## config.mk

```make
export PLATFORM = sky130hd
export DESIGN_NAME = seq1011_frame_ctrl_flat
export DESIGN_NICKNAME = d
export VERILOG_FILES = /design/src/rtl/seq1011_frame_ctrl_if.sv /design/src/rtl/seq1011_frame_ctrl.sv /design/src/flat_wrapper.sv
export SDC_FILE = /design/constraint.sdc
export NUM_CORES = 1
export LEC_CHECK = 0
export CORE_MARGIN = 2
export CORE_UTILIZATION = 40
export DETAILED_ROUTE_END_ITERATION = 10
export HOLD_SLACK_MARGIN = 0.06
export SYNTH_ARGS = -nofsm -noshare
export SYNTH_HDL_FRONTEND = slang
export SYNTH_SLANG_ARGS = --single-unit
```

## constraint.sdc

```tcl
create_clock -name clk -period 3.7 [get_ports clk]
set_input_delay 0.74 -clock clk [delete_from_list [all_inputs] [get_ports clk]]
set_output_delay 0.74 -clock clk [all_outputs]
set_load 0.01 [all_outputs]
```

## src/rtl/seq1011_frame_ctrl_if.sv

```systemverilog
// Stream, detector and status signals between a byte source/detector pair and the 1011 frame sequencer.
// The master side is the host plus detector; the slave side is the sequencer.
interface seq1011_frame_ctrl_if #(
  parameter int LEN_W = 8,
  parameter int CNT_W = 16
);
  logic               start;
  logic [LEN_W-1:0]   frame_len;
  logic [7:0]         in_data;
  logic               in_valid;
  logic               in_ready;
  logic               det_x;
  logic               det_rst_n;
  logic               det_y;
  logic               busy;
  logic               done;
  logic [CNT_W-1:0]   match_count;
  logic               found;
  logic [LEN_W+2:0]   first_pos;

  modport master (
    output start, frame_len, in_data, in_valid, det_y,
    input  in_ready, det_x, det_rst_n, busy, done, match_count, found, first_pos
  );

  modport slave (
    input  start, frame_len, in_data, in_valid, det_y,
    output in_ready, det_x, det_rst_n, busy, done, match_count, found, first_pos
  );
endinterface

```

## src/rtl/seq1011_frame_ctrl.sv

```systemverilog
// Serializes a byte frame MSB-first into a 1011 detector, resets the detector across stalls and
// replays the last three bits on resume, counting hits and recording the first hit position.
module seq1011_frame_ctrl #(
  parameter int LEN_W = 8,
  parameter int CNT_W = 16
) (
  input logic                 clk,
  input logic                 rst_n,
  seq1011_frame_ctrl_if.slave bus
);

  localparam int POS_W = LEN_W + 3;

  typedef enum logic [2:0] {IDLE, WAIT, REPLAY, SHIFT, DRAIN, DONE} state_t;

  state_t            state_q, state_d;
  logic [7:0]        shReg_q, shReg_d;
  logic [2:0]        bitPos_q, bitPos_d;
  logic [1:0]        repCnt_q, repCnt_d;
  logic [2:0]        hist_q, hist_d;
  logic [POS_W-1:0]  bitIdx_q, bitIdx_d;
  logic [LEN_W-1:0]  bytesLeft_q, bytesLeft_d;
  logic              detX_q, detX_d;
  logic              detRstN_q, detRstN_d;
  logic              counted_q, counted_d;
  logic [CNT_W-1:0]  matchCount_q, matchCount_d;
  logic              found_q, found_d;
  logic [POS_W-1:0]  firstPos_q, firstPos_d;
  logic              inReady;

  always_ff @(posedge clk or negedge rst_n) begin
    if (!rst_n) begin
      state_q      <= IDLE;
      shReg_q      <= '0;
      bitPos_q     <= '0;
      repCnt_q     <= '0;
      hist_q       <= '0;
      bitIdx_q     <= '0;
      bytesLeft_q  <= '0;
      detX_q       <= 1'b0;
      detRstN_q    <= 1'b0;
      counted_q    <= 1'b0;
      matchCount_q <= '0;
      found_q      <= 1'b0;
      firstPos_q   <= '0;
    end else begin
      state_q      <= state_d;
      shReg_q      <= shReg_d;
      bitPos_q     <= bitPos_d;
      repCnt_q     <= repCnt_d;
      hist_q       <= hist_d;
      bitIdx_q     <= bitIdx_d;
      bytesLeft_q  <= bytesLeft_d;
      detX_q       <= detX_d;
      detRstN_q    <= detRstN_d;
      counted_q    <= counted_d;
      matchCount_q <= matchCount_d;
      found_q      <= found_d;
      firstPos_q   <= firstPos_d;
    end
  end

  // shReg_q holds the not-yet-presented bits of the current byte, left-aligned.
  always_comb begin
    state_d      = state_q;
    shReg_d      = shReg_q;
    bitPos_d     = bitPos_q;
    repCnt_d     = repCnt_q;
    hist_d       = hist_q;
    bitIdx_d     = bitIdx_q;
    bytesLeft_d  = bytesLeft_q;
    detX_d       = detX_q;
    detRstN_d    = detRstN_q;
    counted_d    = 1'b0;
    matchCount_d = matchCount_q;
    found_d      = found_q;
    firstPos_d   = firstPos_q;
    inReady      = 1'b0;

    case (state_q)
      IDLE: begin
        detRstN_d = 1'b0;
        detX_d    = 1'b0;
        if (bus.start) begin
          matchCount_d = '0;
          found_d      = 1'b0;
          firstPos_d   = '0;
          hist_d       = '0;
          bitIdx_d     = '0;
          bytesLeft_d  = bus.frame_len;
          state_d      = (bus.frame_len == '0) ? DONE : WAIT;
        end
      end
      WAIT: begin
        inReady = 1'b1;
        if (bus.in_valid) begin
          bytesLeft_d = bytesLeft_q - LEN_W'(1);
          detRstN_d   = 1'b1;
          // No bits presented yet means this is the first byte: nothing to replay.
          if (bitIdx_q == '0) begin
            detX_d   = bus.in_data[7];
            shReg_d  = {bus.in_data[6:0], 1'b0};
            bitPos_d = 3'd7;
            state_d  = SHIFT;
          end else begin
            detX_d   = hist_q[2];
            shReg_d  = bus.in_data;
            repCnt_d = 2'd0;
            state_d  = REPLAY;
          end
        end
      end
      REPLAY: begin
        repCnt_d = repCnt_q + 2'd1;
        case (repCnt_q)
          2'd0:    detX_d = hist_q[1];
          2'd1:    detX_d = hist_q[0];
          default: begin
            detX_d   = shReg_q[7];
            shReg_d  = {shReg_q[6:0], 1'b0};
            bitPos_d = 3'd7;
            state_d  = SHIFT;
          end
        endcase
      end
      SHIFT: begin
        counted_d = 1'b1;
        hist_d    = {hist_q[1:0], detX_q};
        bitIdx_d  = bitIdx_q + POS_W'(1);
        if (bitPos_q != 3'd0) begin
          detX_d   = shReg_q[7];
          shReg_d  = {shReg_q[6:0], 1'b0};
          bitPos_d = bitPos_q - 3'd1;
        end else if (bytesLeft_q != '0) begin
          inReady = 1'b1;
          if (bus.in_valid) begin
            bytesLeft_d = bytesLeft_q - LEN_W'(1);
            detX_d      = bus.in_data[7];
            shReg_d     = {bus.in_data[6:0], 1'b0};
            bitPos_d    = 3'd7;
          end else begin
            detRstN_d = 1'b0;
            detX_d    = 1'b0;
            state_d   = WAIT;
          end
        end else begin
          detX_d  = 1'b0;
          state_d = DRAIN;
        end
      end
      DRAIN: begin
        detRstN_d = 1'b0;
        detX_d    = 1'b0;
        state_d   = DONE;
      end
      DONE: begin
        state_d = IDLE;
      end
      default: begin
        state_d = IDLE;
      end
    endcase

    // det_y in this cycle answers the bit presented last cycle, whose index is bitIdx_q-1.
    if (counted_q && bus.det_y) begin
      if (matchCount_q != '1) begin
        matchCount_d = matchCount_q + CNT_W'(1);
      end
      if (!found_q) begin
        found_d    = 1'b1;
        firstPos_d = bitIdx_q - POS_W'(1);
      end
    end
  end

  assign bus.in_ready    = inReady;
  assign bus.det_x       = detX_q;
  assign bus.det_rst_n   = detRstN_q;
  assign bus.busy        = (state_q != IDLE);
  assign bus.done        = (state_q == DONE);
  assign bus.match_count = matchCount_q;
  assign bus.found       = found_q;
  assign bus.first_pos   = firstPos_q;

endmodule

```

## src/flat_wrapper.sv

```systemverilog
// flat-port wrapper written by rule: the top's interface ports become plain ports
module seq1011_frame_ctrl_flat 
#(
  parameter int LEN_W = 8,
  parameter int CNT_W = 16
)
  (clk, rst_n, bus_start, bus_frame_len, bus_in_data, bus_in_valid, bus_det_y, bus_in_ready, bus_det_x, bus_det_rst_n, bus_busy, bus_done, bus_match_count, bus_found, bus_first_pos);
  seq1011_frame_ctrl_if #(.LEN_W(LEN_W), .CNT_W(CNT_W)) bus_i ();
  input logic clk;
  input logic rst_n;
  input wire logic [$bits(bus_i.start)-1:0] bus_start;
  input wire logic [$bits(bus_i.frame_len)-1:0] bus_frame_len;
  input wire logic [$bits(bus_i.in_data)-1:0] bus_in_data;
  input wire logic [$bits(bus_i.in_valid)-1:0] bus_in_valid;
  input wire logic [$bits(bus_i.det_y)-1:0] bus_det_y;
  output wire logic [$bits(bus_i.in_ready)-1:0] bus_in_ready;
  output wire logic [$bits(bus_i.det_x)-1:0] bus_det_x;
  output wire logic [$bits(bus_i.det_rst_n)-1:0] bus_det_rst_n;
  output wire logic [$bits(bus_i.busy)-1:0] bus_busy;
  output wire logic [$bits(bus_i.done)-1:0] bus_done;
  output wire logic [$bits(bus_i.match_count)-1:0] bus_match_count;
  output wire logic [$bits(bus_i.found)-1:0] bus_found;
  output wire logic [$bits(bus_i.first_pos)-1:0] bus_first_pos;
  assign bus_i.start = bus_start;
  assign bus_i.frame_len = bus_frame_len;
  assign bus_i.in_data = bus_in_data;
  assign bus_i.in_valid = bus_in_valid;
  assign bus_i.det_y = bus_det_y;
  assign bus_in_ready = bus_i.in_ready;
  assign bus_det_x = bus_i.det_x;
  assign bus_det_rst_n = bus_i.det_rst_n;
  assign bus_busy = bus_i.busy;
  assign bus_done = bus_i.done;
  assign bus_match_count = bus_i.match_count;
  assign bus_found = bus_i.found;
  assign bus_first_pos = bus_i.first_pos;
  seq1011_frame_ctrl #(.LEN_W(LEN_W), .CNT_W(CNT_W)) u_core (.clk(clk), .rst_n(rst_n), .bus(bus_i));
endmodule
```

# --- Word level (Yosys, flattened, before mapping) ---
# Cells that the tools add are included.
word_totals:
  ff_bits: 69
  inputBits: 21
  out_inout_bits: 33
  elab_cells: 124
classes:
  addsub: 6
  eq_ne: 18
  mux: 63
  n_reduce_logical: 24
op_table:
  columns: ["cell", "n"]
  rows:
  - ["two-way mux 8 bit", 10]
  - ["two-way mux 16 bit", 4]
  - ["two-way mux 11 bit", 5]
  - ["one-hot mux 8 bit (3 select lines)", 2]
  - ["two-way mux 3 bit", 14]
  - ["one-hot mux 11 bit (2 select lines)", 1]
  - ["two-way mux 1 bit", 17]
  - ["adder 16 x 1 -> 16 bit (second input constant)", 1]
  - ["!= test 16 bit (second input constant)", 1]
  - ["one-hot mux 3 bit (5 select lines)", 1]
  - ["AND reduction 5 bit", 3]
  - ["nonzero test 3 bit", 5]
  - ["!= test 2 bit (second input constant)", 6]
  - ["adder 11 x 1 -> 11 bit (second input constant)", 1]
  - ["logical NOT 11 bit", 1]
  - ["subtractor 11 x 1 -> 11 bit (second input constant)", 1]
  - ["one-hot mux 3 bit (3 select lines)", 1]
  - ["logical NOT 8 bit", 1]
  - ["nonzero test 8 bit", 1]
  - ["subtractor 8 x 1 -> 8 bit (second input constant)", 1]
  - ["equality test 3 x 2 -> 1 bit (second input constant)", 2]
  - ["equality test 3 bit (second input constant)", 2]
  - ["one-hot mux 3 bit (2 select lines)", 1]
  - ["AND reduction 6 bit", 1]
  - ["other kinds (22)", 28]

# --- Longest topological paths before layout ---
depth:
  depth_word: 5
  ltp_mapped: 10
  mapped_depth_nobuf: 7

# --- Worst setup path before layout ---
# Ideal clock, no wire load.
synth_path:
  path_type: "reg-to-output"
  from: "register u_core.bytesLeft_q[0]"
  to: "output bus_in_ready"
  t_arrival_ps: 1563
  required_time_ps: 2960
  slack_ps: 1397
  stages_incl_launch_ff: 6
  n_path_buf: 0
  cell_sequence: "dfrtp_1 > inv_1 > ha_1 > or4b_4 > nor4_4 > o32ai_1"
synth_between:
  elab_chain_cells: 4
synth_rtl:
  columns: ["element", "line_no", "rtl"]
  rows:
  - ["start, declared", "seq1011_frame_ctrl.sv:22", "logic [LEN_W-1:0] bytesLeft_q, bytesLeft_d;"]
  - ["start signal, assigned", "seq1011_frame_ctrl.sv:53", "bytesLeft_q <= bytesLeft_d;"]
  - ["nonzero test 8 bit", "seq1011_frame_ctrl.sv:134", "end else if (bytesLeft_q != '0) begin"]
  - ["two-way mux 1 bit", "seq1011_frame_ctrl.sv:134", null]
  - ["two-way mux 1 bit", "seq1011_frame_ctrl.sv:130", "if (bitPos_q != 3'd0) begin"]
  - ["one-hot mux 1 bit (2 select lines)", "seq1011_frame_ctrl.sv:80", "case (state_q)"]
  - ["end, declared", "flat_wrapper.sv:16", "output wire logic [$bits(bus_i.in_ready)-1:0] bus_in_ready;"]
# No other way between the ends.

# --- Worst setup path in the final report ---
# Ends and elaborated chain as after synthesis.

==> impl_metrics.env <==
export IMPL_path_clk_slew_ns=0.08
export IMPL_h_tree_depth=3
export IMPL_layout_min_cycle_time_ns=3.32
export IMPL_dieArea_mm2=0.0109
export IMPL_synth_ff_type="dfrtp_1"
export IMPL_hold_path_class="reg2reg"
export IMPL_dpl_instance_area_mm2=0.00458
export IMPL_peakVddDrop_mv=0.460
export IMPL_die_y_um=104
export IMPL_status="completed"
export IMPL_grt_busiest_layer="met2"
export IMPL_final_cell_mix="dfrtp_1 (69), o21ai_0 (53), clkdlybuf4s50_1 (52), nand2_1 (51), nor2_1 (33)"
export IMPL_p_leak_nw=2.06
export IMPL_clock_latency_ns=0.35
export IMPL_synth_nets=482
export IMPL_cts_resized=0
export IMPL_start_kind="register"
export IMPL_cp_required_ns=2.96
export IMPL_p_per_area_mw_per_mm2=760
export IMPL_core_area_mm2=0.00977
export IMPL_grt_use_met2_pct=27.5
export IMPL_antenna_left=0
export IMPL_netlist_instances=452
export IMPL_hold_viol=0
export IMPL_endpoint_kind="primary output"
export IMPL_antenna_found_initial=0
export IMPL_rsz0062_at_grt="false"
export IMPL_drt_total_wl_um=9200
export IMPL_dp_slack_ns=0.782
export IMPL_cts_tree="done"
export IMPL_design_area_mm2=0.00483
export IMPL_avgSynthCellArea_um2=8.93
export IMPL_gr_total_overflow=0
export IMPL_synth_seq_cells=69
export IMPL_post_cts_setup_buffers=0
export IMPL_min_path_cells=2
export IMPL_grt_pass1_wl_um=15600
export IMPL_worstMarginPinSlew_ns=0.872
export IMPL_vias=3437
export IMPL_dp_hpwl_um=6210
export IMPL_maxCapViolCount=0
export IMPL_syn_area_mm2=0.00404
export IMPL_place_congestion=0.811
export IMPL_layout_commonest_cell="dfrtp_1"
export IMPL_ys_warn_count=0
export IMPL_nNetsFinal=518
export IMPL_fmax_ghz=0.301
export IMPL_use_met3_pct=4.07
export IMPL_clock_sinks=69
export IMPL_async_flop_share_pct=100
export IMPL_reg2regPathDepth=7
export IMPL_cts_buffer_depth=2
export IMPL_min_period_over_period_pct=89.7
export IMPL_path_class="reg2out"
export IMPL_grt_util_all_layers_pct=17.3
export IMPL_synth_cell_types=59
export IMPL_fin_worst_skew_ns=0.00967
export IMPL_rows=36
export IMPL_grt_max_degree=70
export IMPL_drive_gt1_share_pct=6.09
export IMPL_avgViaCountPerCell=5.49
export IMPL_route_detailed_drc=0
export IMPL_root_buffer="clkbuf_8"
export IMPL_cts_inserted_buffers=9
export IMPL_area_growth_synth_to_final_pct=19.7
export IMPL_io_buffers=53
export IMPL_relSlewSlack_pct=41.9
export IMPL_synth_edff_count=0
export IMPL_grt_pass1_vias=3257
export IMPL_firstDrtPassIters=4
export IMPL_die_w_um=104
export IMPL_crit_fanout=8
export IMPL_total_power_w=0.00367
export IMPL_setup_viol=0
export IMPL_postCtsHoldBufs=0
export IMPL_wl_per_cell_um=14.7
export IMPL_met1_usage_pct=22.9
export IMPL_initial_core_util_pct=41.3
export IMPL_diodes=0
export IMPL_totalNegativeSetupSlack_ns=0
export IMPL_boundaryPins=54
export IMPL_worst_ep_arrival_time_ns=2.58
export IMPL_final_max_slew_viol_count=0
export IMPL_drt_iter0_markers=155
export IMPL_ys_seq_area_share_pct=42.8
export IMPL_setup_slack_ns=0.383
-- stage by stage --
step	instances	hold slack, ns	utilization [%]
2_1_floorplan	452	0.444	-
3_3_place_gp	610	0.466	46.9
3_5_place_dp	610	0.484	46.9
4_1_cts	626	0.500	49.4
5_1_grt	626	0.529	49.4
6_report	626	0.500	49.4
-- worst max-delay path, cell delays in order (launching register included) --
cell             delay, ns
dfrtp_1               0.41
inv_1                 0.07
ha_1                  0.20
or4b_4                0.50
nor4_4                0.37
o32ai_1               0.17
clkdlybuf4s50_1       0.51
-- cells in the mapped netlist (all sizes together), types with 3 or more instances --
cell	n	area share, %
clkbuf	21	2.0
o211ai	4	0.74
o41ai	4	1.3
a21oi	25	3.2
nor4	6	1.3
xor2	5	1.1
nand3	26	3.2
nor3	11	1.4
xnor2	5	1.1
nand4b	3	0.65
dfrtp	69	43
a22oi	3	0.56
and2	4	0.62
nand2b	3	0.47
a22o	7	1.5
nand2	51	4.7
inv	14	1.3
and3	3	0.47
nor2	33	3.1
o21ai	53	6.6
mux2i	17	4.2
nand4	10	1.5
o31ai	14	2.6
ha	9	2.8
buf	12	2.5
a31oi	6	1.3
nor2b	5	0.77
-- logic make-up (layout without fill, tap and decap cells) --
logic type	count (synthesis)	in the layout	share of synthesized area, %
compound gates	134	134	21.7
xor+xnor	10	10	2.17
fa+ha+maj	9	9	2.79
buf+inv	47	88	5.80
flops	69	69	42.8
mux	18	18	4.59
simple gates	165	165	20.2
-- report_power, final --
part | total (W) | internal [W] | switching, W
registers | 0.00132 | 0.00102 | 0.000308
clock network | 0.000775 | 0.000469 | 0.000306
logic | 0.00157 | 0.000741 | 0.000831
total | 0.00367 | 0.00223 | 0.00144
-- final cells by class --
class                   instances  area, µm²
inverters                      14       52.6
well taps                     133        166
fillers                       935       4940
flip-flops and latches         69       1730
clock buffers                  11        141
multi-input cells             336       2080
clock inverters                 5        106
repair buffers                 58        563
-- flip-flops by register name (all words and copies together), names as in the netlist, 2 cells and up --
| signal | count |
|---|---|
| u_core.bus.match_count | 16 |
| u_core.bitIdx_q | 11 |
| u_core.bus.first_pos | 11 |
| u_core.bytesLeft_q | 8 |
| u_core.shReg_q | 8 |
| u_core.bitPos_q | 3 |
| u_core.hist_q | 3 |
| u_core.state_q | 3 |
| u_core.repCnt_q | 2 |
-- path summary, 6_finish.rpt --
path / startpoint / endpoint / slack [ns]
setup / recovery: u_core.bytesLeft_q[0]$_DFFE_PN0P_ / bus_in_ready / 0.38
min in group asynchronous: rst_n / u_core.bus.first_pos[7]$_DFF_PN0_ / 0.60
setup reg to reg: u_core.bytesLeft_q[0]$_DFFE_PN0P_ / u_core.bitPos_q[1]$_DFFE_PN0P_ / 0.94
max in group asynchronous: rst_n / u_core.bytesLeft_q[3]$_DFFE_PN0P_ / 2.55
hold / removal: u_core.shReg_q[0]$_DFFE_PN0P_ / u_core.shReg_q[0]$_DFFE_PN0P_ / 0.50
hold reg to reg: u_core.shReg_q[0]$_DFFE_PN0P_ / u_core.shReg_q[0]$_DFFE_PN0P_ / 0.50
-- layer usage --
layer / share of wire, % / wire (µm)
met5: 0 / 0
met4: 1.8 / 165
met3: 4.9 / 454
met1: 48 / 4420
met2: 45 / 4160
(Power assumes the default switching activity.)
